$ cat src/rtl/mem_arbiter.sv
// mem_arbiter
//   Round-robin arbiter sharing one external memory port between the
//   instruction fetch unit (read-only) and the load/store unit (read/write).
//   One transaction is outstanding at a time; each requester holds req until
//   it sees its one-cycle rvalid pulse.
//
// Ports
//   sys_clk, sys_rst       clock (rising edge), asynchronous active-low reset
//   ifu_req/ifu_addr       fetch request and address
//   ifu_rvalid/ifu_rdata   fetch completion pulse and data
//   lsu_req/lsu_wen/lsu_addr/lsu_wdata/lsu_wmask
//                          load/store request, direction, address, data, mask
//   lsu_rvalid/lsu_rdata   load/store completion pulse and data (0 for stores)
//   mem_req/mem_wen/mem_addr/mem_wdata/mem_wmask
//                          memory request, driven from latched transaction
//   mem_gnt/mem_resp/mem_rdata
//                          memory accept, completion, and read data
//   arb_busy               high whenever the FSM is not idle
module mem_arbiter #(
  parameter int ADDR_W = 32,
  parameter int DATA_W = 32
) (
  input  logic                sys_clk,
  input  logic                sys_rst,
  input  logic                ifu_req,
  input  logic [ADDR_W-1:0]   ifu_addr,
  output logic                ifu_rvalid,
  output logic [DATA_W-1:0]   ifu_rdata,
  input  logic                lsu_req,
  input  logic                lsu_wen,
  input  logic [ADDR_W-1:0]   lsu_addr,
  input  logic [DATA_W-1:0]   lsu_wdata,
  input  logic [DATA_W/8-1:0] lsu_wmask,
  output logic                lsu_rvalid,
  output logic [DATA_W-1:0]   lsu_rdata,
  output logic                mem_req,
  output logic                mem_wen,
  output logic [ADDR_W-1:0]   mem_addr,
  output logic [DATA_W-1:0]   mem_wdata,
  output logic [DATA_W/8-1:0] mem_wmask,
  input  logic                mem_gnt,
  input  logic                mem_resp,
  input  logic [DATA_W-1:0]   mem_rdata,
  output logic                arb_busy
);

  typedef enum logic [1:0] {IDLE, REQ, WAIT} state_t;

  state_t state, state_nxt;

  logic owner_lsu;   // owner of the current transaction: 1 = LSU, 0 = IFU
  logic last_lsu;    // last requester served: 1 = LSU, 0 = IFU
  logic ifu_elig, lsu_elig;
  logic grant, pick_lsu, complete;

  // A requester still holding req in its rvalid cycle is not eligible,
  // otherwise it would be re-granted for the transaction it just finished.
  assign ifu_elig = ifu_req & ~ifu_rvalid;
  assign lsu_elig = lsu_req & ~lsu_rvalid;

  // On a tie the requester not served last wins; a lone requester always wins.
  assign pick_lsu = lsu_elig & (~ifu_elig | ~last_lsu);

  always_ff @(posedge sys_clk or negedge sys_rst) begin
    if (!sys_rst) state <= IDLE;
    else          state <= state_nxt;
  end

  always_comb begin
    state_nxt = state;
    case (state)
      IDLE:    if (ifu_elig | lsu_elig) state_nxt = REQ;
      REQ: begin
        if (mem_gnt && mem_resp) state_nxt = IDLE;
        else if (mem_gnt)        state_nxt = WAIT;
      end
      WAIT:    if (mem_resp) state_nxt = IDLE;
      default: state_nxt = IDLE;
    endcase
  end

  always_comb begin
    mem_req  = (state == REQ);
    arb_busy = (state != IDLE);
    grant    = (state == IDLE) & (ifu_elig | lsu_elig);
    complete = ((state == REQ) & mem_gnt & mem_resp) | ((state == WAIT) & mem_resp);
  end

  // Transaction latch, pointer, and completion registers.
  always_ff @(posedge sys_clk or negedge sys_rst) begin
    if (!sys_rst) begin
      owner_lsu  <= 1'b0;
      last_lsu   <= 1'b1;
      mem_wen    <= 1'b0;
      mem_addr   <= '0;
      mem_wdata  <= '0;
      mem_wmask  <= '0;
      ifu_rvalid <= 1'b0;
      lsu_rvalid <= 1'b0;
      ifu_rdata  <= '0;
      lsu_rdata  <= '0;
    end else begin
      if (grant) begin
        owner_lsu <= pick_lsu;
        last_lsu  <= pick_lsu;
        mem_wen   <= pick_lsu & lsu_wen;
        mem_addr  <= pick_lsu ? lsu_addr : ifu_addr;
        mem_wdata <= (pick_lsu & lsu_wen) ? lsu_wdata : '0;
        mem_wmask <= (pick_lsu & lsu_wen) ? lsu_wmask : '0;
      end
      ifu_rvalid <= complete & ~owner_lsu;
      lsu_rvalid <= complete & owner_lsu;
      if (complete) begin
        if (owner_lsu) lsu_rdata <= mem_wen ? '0 : mem_rdata;
        else           ifu_rdata <= mem_rdata;
      end
    end
  end

endmodule

$ cat config.mk
export PLATFORM = sky130hd
export DESIGN_NAME = mem_arbiter
export DESIGN_NICKNAME = d
export VERILOG_FILES = /design/src/rtl/mem_arbiter.sv
export SDC_FILE = /design/constraint.sdc
export NUM_CORES = 1
export LEC_CHECK = 0
export BUFFER_PORTS_ARGS = -buffer_cell sky130_fd_sc_hd__buf_4
export CORE_MARGIN = 1.5
export CORE_UTILIZATION = 48
export CTS_BUF_LIST = sky130_fd_sc_hd__clkbuf_4 sky130_fd_sc_hd__clkbuf_8 sky130_fd_sc_hd__clkbuf_16
export DETAILED_ROUTE_END_ITERATION = 10
export GPL_ROUTABILITY_DRIVEN = 0
export GPL_TIMING_DRIVEN = 0
export HOLD_SLACK_MARGIN = 0.15
export PLACE_DENSITY = 0.82
export SETUP_SLACK_MARGIN = 0.02
export SYNTH_ARGS = -nofsm -noshare
export SYNTH_HDL_FRONTEND = slang
export SYNTH_SLANG_ARGS = --single-unit
$ cat constraint.sdc
create_clock -name sys_clk -period 2.3 [get_ports sys_clk]
set_clock_uncertainty 0.15 [all_clocks]
set_input_delay 0.115 -clock sys_clk [delete_from_list [all_inputs] [get_ports sys_clk]]
set_output_delay 0.115 -clock sys_clk [all_outputs]
set_load 0.03 [all_outputs]
==> metrics.cfg, run 1 <==
[outcome]
outcome = complete, no violations

[layout]
synthToLayoutAreaGrowth_pct = 70.1
fin_cells = 1144
final_cell_mix = buf_4, dlygate4sd3_1, dfrtp_1
nets = 1097
drive_gt1_frac = 0.376
final_common_cell = buf_4

[flow_run]
maxCapViolCount = 0

[setup_path]
cp.required_ns = 2.49
arrival_ns = 2.36
crit_type = reg -> reg
cp-end-kind = flip-flop
crit_fanout = 10
start_kind = flip-flop

[place]
placed_cells = 966
pre_cts_slack_ns = 0.272
io_buffers = 274
dp_hpwl_mm = 13.8

[sta]
worst_hold_slack_ns = 0.224
fin_setup_tns_ns = 0
maxSlewHeadroom = 0.600
hold_viol = 0
period_share = 0.945
timing.fmax_ghz = 0.460
maxSlewViolCount = 0
rsz0062_at_grt = false
fin_ws_ns = 0.127
fin_crit_ns = 2.17
setup_viol = 0
worstMarginPinSlew_ns = 0.600

[pwr]
p_leak_uw = 0.00508
powerDensity_nw_per_um2 = 1390
vdd_drop_max_mv = 1.12

[logic_synthesis]
yosys_warnings = 0
synth-seq-cells = 139
synthArstFlopShare = 1.00
synth_edf_count = 0
synthFlopType = dfrtp_1
synthCells = 519
avgSynthCellArea_um2 = 12.1
syn_nets = 658
ys_seq_area_frac = 0.553
synthesis.area_um2 = 6290
ys_types = 31

[global_routing]
grt.total_usage = 0.362
overflow = 0
grt_pass1_wl_mm = 38.8
antenna_found_initial = 1
grt_max_degree = 79
grt_pass1_vias = 7234

[clock_network]
cts_setup_buffers = 0
cts_max_path_buffers = 2
clock_sinks = 139
clock-root-buffer = clkbuf_16
cts_tree = done
clk_latency_ns = 0.42
htreeDepth = 4
clk_pin_slew_worst_paths_ns = 0.06
cts_buffers = 17

[floorplan]
die_h_um = 118
start_util = 0.495
core_region_area_um2 = 12700
io_pins = 276
die_x_um = 118
rows = 41
dieArea_um2 = 13800

[routing]
antenna_left = 0
vias = 6668
wl_per_cell_um = 21.9
drt-initial-drc-count = 606
wirelength_mm = 25.0
drt_pass1_iterations = 7
drcViolationCount = 0
viasPerCell = 5.83

[hold_path]
hp-class = in -> reg

## kinds of logic (layout without fill, tap and decap cells)
family,count (synthesis),count (layout),share of synthesized area
and+or+nand+nor,81,81,0.0934
AOI/OAI and AO/OA,137,137,0.173
muxes,69,69,0.116
other,0,1,0
buffers and inverters,93,545,0.0640
DFF,139,139,0.553
## layer usage
layer / vias to the layer above / wire, um / global-route usage
met4: 0 / 1240 / 0.211
met3: 109 / 2140 / 0.0998
met5: - / 0 / 0
li1: 2825 / - / -
met1: 3270 / 8750 / 0.399
met2: 464 / 12900 / 0.629
## final cells by class
cell class | instances | area (um2)
Clock buffer | 22 | 488
Tap cell | 172 | 215
Multi-Input combinational cell | 287 | 2410
Clock inverter | 10 | 163
Timing Repair Buffer | 420 | 3540
Buffer | 55 | 262
Fill cell | 640 | 2020
Antenna cell | 1 | 2.50
Sequential cell | 139 | 3480
Inverter | 38 | 143
## per-stage QoR
step | util | power, uW | cell area, um2
floorplan | - | 8560 | 6290
global placement | 0.673 | 11000 | 8570
detailed placement | 0.676 | 11300 | 8600
CTS | 0.841 | 14500 | 10700
global route | 0.841 | 15300 | 10700
finish | 0.841 | 14800 | 10700
## power by group
part	switching [uW]	internal (uW)	total (uW)	leakage (uW)
clock network	1080	1940	3020	0.000316
registers	810	3560	4370	0.00172
logic	4380	3080	7460	0.00304
## cells in the mapped netlist, types with 5 or more instances
library cell  number  share of area
dfrtp_1          138           0.55
inv_1             38          0.023
mux2i_1           36          0.057
nand4_1           36          0.036
and3b_1           33          0.046
o21ai_0           33          0.026
a221oi_1          32          0.045
a22o_1            32          0.045
clkbuf_1          31          0.018
mux2_2            31          0.055
a2bb2oi_1         30          0.042
buf_2             13          0.010
buf_4              5         0.0060
nand2b_1           5         0.0050
## final timing paths
kind                       cells after the start                 startpoint                         to  slack (ns)
max reg2reg                                    5       ifu_rvalid$_DFF_PN0_   mem_wmask[3]$_DFFE_PN0P_        0.13
min                                            4                    ifu_req       last_lsu$_DFFE_PN1P_        0.22
max                                            5       ifu_rvalid$_DFF_PN0_   mem_wmask[3]$_DFFE_PN0P_        0.13
max in group asynchronous                      4                    sys_rst   mem_wmask[2]$_DFFE_PN0P_        0.56
min reg2reg                                    1  lsu_rdata[25]$_DFFE_PN0P_  lsu_rdata[25]$_DFFE_PN0P_        0.36
min in group asynchronous                      3                    sys_rst  ifu_rdata[15]$_DFFE_PN0P_        0.65
## registers in the layout (all words and copies together), names as in the netlist
register / count
lsu_rvalid: 1
mem_wdata: 32
ifu_rvalid: 1
last_lsu: 1
mem_addr: 32
owner_lsu: 1
mem_wmask: 4
lsu_rdata: 32
state: 2
ifu_rdata: 32
mem_wen: 1
## timing repair
action | 4_1_cts | 5_1_grt
hold buffers | 145 | 0
resized for setup | 0 | 2
hold endpoints to repair | 274 | 0
endpoints found under the setup margin | 0 | 5
## critical path: stages, from the launching register on
cell and delay, ns:
dfrtp_1 0.40, nand3b_1 0.32, clkbuf_2 0.31, nand4_1 0.14, dlygate4sd3_1 0.60, mux2i_1 0.16
Power figures use the tool's default switching activity.
==> run 2: changes to the inputs <==
CAP_MARGIN = 10   (was not set)
CORE_ASPECT_RATIO = 0.8   (was not set)
SKIP_LAST_GASP = 1   (was not set)
==> run 2 against run 1 <==
Net effect: worst hold slack improved by 0.013 ns; combinational power barely moved; die area barely moved; register-to-register slack got worse by 0.03 ns; sequential share of layout area barely moved; largest cell class unchanged; wire length fell by 0.64%.
==> metrics.cfg, run 2 (same netlist as run 1, synthesis figures left out) <==
[global_routing]
grt_pass1_wl_mm = 38.6  ; was 38.8 mm
grt_pass1_vias = 7143  ; was 7234
antenna_found_initial = 7  ; was 1
busiest_layer = met2  ; unchanged
grt.total_usage = 0.377  ; was 0.362
overflow = 0  ; unchanged
grt_use_met1 = 0.429  ; was 0.399
use_met2 = 0.591  ; was 0.629
grt_use_met3 = 0.164  ; was 0.0998
grt_max_degree = 102  ; was 79

[routing]
drcViolationCount = 0  ; unchanged
drt_pass1_iterations = 5  ; was 7
antenna_left = 0  ; unchanged
wl_per_cell_um = 21.6  ; was 21.9 um
drt-initial-drc-count = 520  ; was 606
vias = 6671  ; was 6668
viasPerCell = 5.81  ; was 5.83
wirelength_mm = 24.9  ; was 25.0 mm

[sta]
fin_crit_ns = 2.20  ; was 2.17 ns
period_share = 0.958  ; was 0.945
setup_viol = 0  ; unchanged
maxSlewViolCount = 0  ; unchanged
fin_ws_ns = 0.0968  ; was 0.127 ns
worstMarginPinSlew_ns = 0.520  ; was 0.600 ns
timing.fmax_ghz = 0.454  ; was 0.460 GHz
fin_setup_tns_ns = 0  ; unchanged
worst_hold_slack_ns = 0.237  ; was 0.224 ns
rsz0062_at_grt = false  ; unchanged
hold_viol = 0  ; unchanged
maxSlewHeadroom = 0.653  ; was 0.600

[layout]
fin_util = 0.834  ; was 0.841
final_cell_mix = buf_4, dlygate4sd3_1, dfrtp_1  ; unchanged
fillers = 646  ; was 640
synthToLayoutAreaGrowth_pct = 70.0  ; was 70.1%
drive_gt1_frac = 0.375  ; was 0.376
stdcell_area_um2 = 10700  ; about the same
final_common_cell = buf_4  ; unchanged
nets = 1098  ; was 1097

[floorplan]
die_h_um = 105  ; was 118 um
io_pins = 276  ; unchanged
start_util = 0.491  ; was 0.495
rows = 37  ; was 41
core_region_area_um2 = 12800  ; was 12700 um2
die_x_um = 131  ; was 118 um
dieArea_um2 = 13800  ; about the same

[setup_path]
crit_fanout = 10  ; unchanged
cp-end-kind = flip-flop  ; unchanged
crit_type = reg -> reg  ; unchanged
start_kind = flip-flop  ; unchanged
cp.required_ns = 2.45  ; was 2.49 ns
arrival_ns = 2.35  ; was 2.36 ns

[clock_network]
cts_setup_buffers = 0  ; unchanged
cts_max_path_buffers = 2  ; unchanged
clock-root-buffer = clkbuf_16  ; unchanged
htreeDepth = 4  ; unchanged
clk_latency_ns = 0.42  ; about the same
cts_buffers = 17  ; unchanged
cts_tree = done  ; unchanged
clk_pin_slew_worst_paths_ns = 0.06  ; about the same
clock_sinks = 139  ; unchanged

[place]
placed_cell_area_um2 = 8600  ; about the same
pre_cts_slack_ns = 0.255  ; was 0.272 ns
dp_hpwl_mm = 13.7  ; was 13.8 mm
io_buffers = 274  ; unchanged

[pwr]
p_leak_uw = 0.00508  ; about the same
powerDensity_nw_per_um2 = 1370  ; was 1390 nW/um2
vdd_drop_max_mv = 1.13  ; was 1.12 mV

[flow_run]
maxCapViolCount = 0  ; unchanged

[hold_path]
hp-class = in -> reg  ; unchanged

[outcome]
outcome = complete, no violations  ; unchanged

-- run 2: routing by layer --
layer  vias up  wire length, um  share of wire
li1       2823                -              -
met1      3258             9120           0.37
met2       459            11900           0.48
met3       129             2460          0.099
met4         2             1350          0.054
met5         -                8        0.00032
-- run 2: final cells by class --
cell class	count	area (um2)	share of cell area
inverters	38	143	0.0133
well taps	175	219	0.0205
plain buffers	55	262	0.0244
clock inverters	6	111	0.0104
clock buffers	24	503	0.0470
multi-input cells	287	2410	0.225
repair buffers	421	3560	0.333
diodes	4	10.0	0.000936
flip-flops and latches	139	3480	0.325
-- run 2: path summary, 6_finish.rpt --
| check | startpoint | end | slack (ns) | cells past startpoint |
|---|---|---|---|---|
| setup reg to reg | last_lsu$_DFFE_PN1P_ | mem_wmask[3]$_DFFE_PN0P_ | 0.1 | 5 |
| setup / recovery | last_lsu$_DFFE_PN1P_ | mem_wmask[3]$_DFFE_PN0P_ | 0.1 | 5 |
| hold / removal | ifu_req | last_lsu$_DFFE_PN1P_ | 0.24 | 4 |
| max in group asynchronous | sys_rst | mem_wmask[2]$_DFFE_PN0P_ | 0.80 | 4 |
| min in group asynchronous | sys_rst | mem_addr[7]$_DFFE_PN0P_ | 0.70 | 4 |
| hold reg to reg | ifu_rdata[6]$_DFFE_PN0P_ | ifu_rdata[6]$_DFFE_PN0P_ | 0.35 | 1 |
-- run 2: critical path, stage by stage, from the launching register on --
cell and delay (ns):
dfstp_2 0.54, nand3b_1 0.27, clkbuf_2 0.32, nand4_1 0.14
dlygate4sd3_1 0.57, mux2i_1 0.08
-- run 2: per-stage QoR --
step	std cells	total power, uW
after floorplan	519	8560
after global placement	968	11100
after detailed placement	969	11300
after CTS	1145	14400
after global routing	1146	15300
final	1149	14700
-- run 2: what timing repair did --
item                                    4_1_cts  5_1_grt
endpoints found under the setup margin        0        6
hold buffers                                146        0
gates resized for setup                       0        2
hold endpoints to repair                    273        0
-- run 2: where the power goes --
group / leakage, uW / switching [uW] / total [uW] / internal, uW
sequential: 0.00172 / 781 / 4340 / 3560
clock: 0.000303 / 1010 / 2860 / 1840
combinational: 0.00305 / 4410 / 7490 / 3080
total: 0.00508 / 6200 / 14700 / 8480
==> run 3: changes to the inputs <==
CORE_ASPECT_RATIO = 2   (was 0.8)
==> run 3 against run 2 <==
Net effect: first-iteration DRC count shrank 19%; worst hold slack lost 0.014 ns; via count shrank 1.4%; critical path type unchanged; largest power group unchanged; critical path depth grew 1; sequential cell count is the same; clock power is essentially flat; setup slack gained 0.17 ns; sequential share of layout area grew 0.36 points; largest cell class unchanged; combinational power shrank 0.9%.
==> metrics.cfg, run 3 (same netlist as run 1, synthesis figures left out) <==
[outcome]
outcome = complete, no violations  ; unchanged

[sta]
rsz0062_at_grt = false  ; unchanged
setup_viol = 0  ; unchanged
worstMarginPinSlew_ns = 0.586  ; was 0.520 ns
timing.fmax_ghz = 0.493  ; was 0.454 GHz
worst_hold_slack_ns = 0.223  ; was 0.237 ns
fin_crit_ns = 2.03  ; was 2.20 ns
maxSlewHeadroom = 0.609  ; was 0.653
hold_viol = 0  ; unchanged
fin_setup_tns_ns = 0  ; unchanged
maxSlewViolCount = 0  ; unchanged
period_share = 0.883  ; was 0.958

[global_routing]
overflow = 0  ; unchanged
grt_pass1_vias = 7142  ; was 7143
antenna_found_initial = 0  ; was 7
grt_pass1_wl_mm = 37.0  ; was 38.6 mm
grt_max_degree = 81  ; was 102
grt.total_usage = 0.343  ; was 0.377

[place]
io_buffers = 274  ; unchanged
dp_hpwl_mm = 14.9  ; was 13.7 mm
placed_cells = 946  ; was 969

[setup_path]
reg2reg_from = lsu_rvalid$_DFF_PN0_  ; was last_lsu$_DFFE_PN1P_
cp.required_ns = 2.48  ; was 2.45 ns
crit_family = buffers and inverters  ; unchanged
crit_buf_inv = 3  ; was 2
start_kind = flip-flop  ; unchanged
arrival_ns = 2.21  ; was 2.35 ns
cp_cell_sequence = nand2b_1, buf_2, a21oi_4, buf_6, buf_8, mux2i_1  ; was nand3b_1, clkbuf_2, nand4_1, dlygate4sd3_1, mux2i_1
r2r_slack_ns = 0.27  ; was 0.1 ns
crit_type = reg -> reg  ; unchanged
startpoint = lsu_rvalid$_DFF_PN0_  ; was last_lsu$_DFFE_PN1P_
critPathMaxStageDelay_ns = 0.48  ; was 0.57 ns
reg2reg_to = mem_wdata[25]$_DFFE_PN0P_  ; was mem_wmask[3]$_DFFE_PN0P_
endpoint = mem_wdata[25]$_DFFE_PN0P_  ; was mem_wmask[3]$_DFFE_PN0P_
crit_slowest_cell = dfrtp_1  ; was dlygate4sd3_1
crit_fanout = 10  ; unchanged
ff2ff_path_depth = 6  ; was 5
cp-end-kind = flip-flop  ; unchanged
path_depth = 6  ; was 5

[routing]
drt_pass1_iterations = 5  ; unchanged
wl_per_cell_um = 21.4  ; was 21.6 um
wirelength_mm = 24.0  ; was 24.9 mm
drt-initial-drc-count = 420  ; was 520
drcViolationCount = 0  ; unchanged
antenna_left = 0  ; unchanged
vias = 6580  ; was 6671
viasPerCell = 5.89  ; was 5.81

[layout]
num_antenna_cells = 0  ; was 4
fin_cells = 1118  ; was 1149
final_common_cell = buf_4  ; unchanged
final_cell_mix = buf_4, dlygate4sd3_1, dfrtp_1  ; unchanged
nets = 1092  ; was 1098
fin_util = 0.819  ; was 0.834
synthToLayoutAreaGrowth_pct = 68.1  ; was 70.0%
drive_gt1_frac = 0.377  ; was 0.375

[pwr]
pwr-share-seq = 0.297  ; was 0.295
comb_power_share = 0.508  ; was 0.510
p_int_uw = 8280  ; was 8480 uW
p_leak_uw = 0.00506  ; was 0.00508 uW
vdd_drop_max_mv = 1.16  ; was 1.13 mV
swShare = 0.433  ; was 0.422
powerDensity_nw_per_um2 = 1380  ; was 1370 nW/um2
clkPwrFrac = 0.195  ; about the same
p_sw_uw = 6320  ; was 6200 uW

[clock_network]
htreeDepth = 4  ; unchanged
clk_pin_slew_worst_paths_ns = 0.06  ; about the same
cts_tree = done  ; unchanged
cts_buffers = 17  ; unchanged
clock-root-buffer = clkbuf_16  ; unchanged
ctsResizeCount = 0  ; unchanged
cts_max_path_buffers = 2  ; unchanged
clk_latency_ns = 0.41  ; was 0.42 ns
clock_sinks = 139  ; unchanged
cts_setup_buffers = 0  ; unchanged

[floorplan]
rows = 59  ; was 37
io_pins = 276  ; unchanged
start_util = 0.487  ; was 0.491
die_h_um = 165  ; was 105 um
core_region_area_um2 = 12900  ; was 12800 um2
dieArea_um2 = 13800  ; about the same
die_x_um = 84.0  ; was 131 um

[flow_run]
maxCapViolCount = 0  ; unchanged

[hold_path]
hp-class = in -> reg  ; unchanged

==> run 3: cell count changes in the layout (fill, tap and decap cells not counted), sizes merged <==
cell | before | now
inv | 38 | 46
clkbuf | 55 | 49
dlygate4sd3 | 145 | 140
diode | 4 | 0
clkinv | 2 | 4
buf | 300 | 299
bufinv | 3 | 2
clkinvlp | 1 | 0
==> run 3: repair_timing <==
action                                  CTS  global route
endpoints found under the setup margin    0             0
hold buffers                            140             0
hold endpoints to repair                273             0
==> run 3: area by class of cell <==
cell class / count / area [um2]
Timing Repair Buffer: 415 / 3490
Clock inverter: 14 / 175
Clock buffer: 18 / 433
Multi-Input combinational cell: 287 / 2410
Fill cell: 676 / 2340
Buffer: 55 / 260
Sequential cell: 139 / 3480
Tap cell: 152 / 190
Inverter: 38 / 143
==> run 3: worst register-to-register path: stages (launching register included) <==
cell	delay, ns
dfrtp_1	0.48
nand2b_1	0.24
buf_2	0.22
a21oi_4	0.25
buf_6	0.22
buf_8	0.17
mux2i_1	0.21
==> run 3: worst min path at each step <==
stage / startpoint / to / slack, ns / cells after the start
floorplan: sys_rst / ifu_rdata[0]$_DFFE_PN0P_ / -0.33 / 0
global placement: mem_resp / state[1]$_DFFE_PN0P_ / 0.13 / 2
detailed placement: sys_rst / lsu_rdata[20]$_DFFE_PN0P_ / -0.03 / 1
CTS: ifu_req / last_lsu$_DFFE_PN1P_ / 0.22 / 4
global route: ifu_req / last_lsu$_DFFE_PN1P_ / 0.24 / 4
finish: ifu_req / last_lsu$_DFFE_PN1P_ / 0.22 / 4
==> run 3: layer usage <==
metal  global-route usage  vias up  wire length (um)
li1                     -     2811                 -
met1                0.348     3229              7890
met2                0.629      415             13100
met3               0.0815      125              1600
met4                0.207        0              1420
met5                    0        -                 0
==> run 3: through the flow <==
stage / area, um2 / setup WS, ns / total power [uW]
after global placement: 8540 / 0.299 / 11100
after global routing: 10600 / 0.149 / 15100
after detailed placement: 8570 / 0.264 / 11300
after CTS: 10600 / 0.256 / 14400
final: 10600 / 0.270 / 14600
after floorplan: 6290 / 0.422 / 8560
==> run 3: power groups by stage <==
| stage | logic (uW) | registers (uW) | clock network (uW) |
|---|---|---|---|
| finish | 7420 | 4330 | 2850 |
| global route | 7740 | 4420 | 2980 |
| CTS | 7290 | 4240 | 2870 |
| detailed placement | 7080 | 4250 | 0 |
| global placement | 6890 | 4210 | 0 |
| floorplan | 2310 | 6250 | 0 |
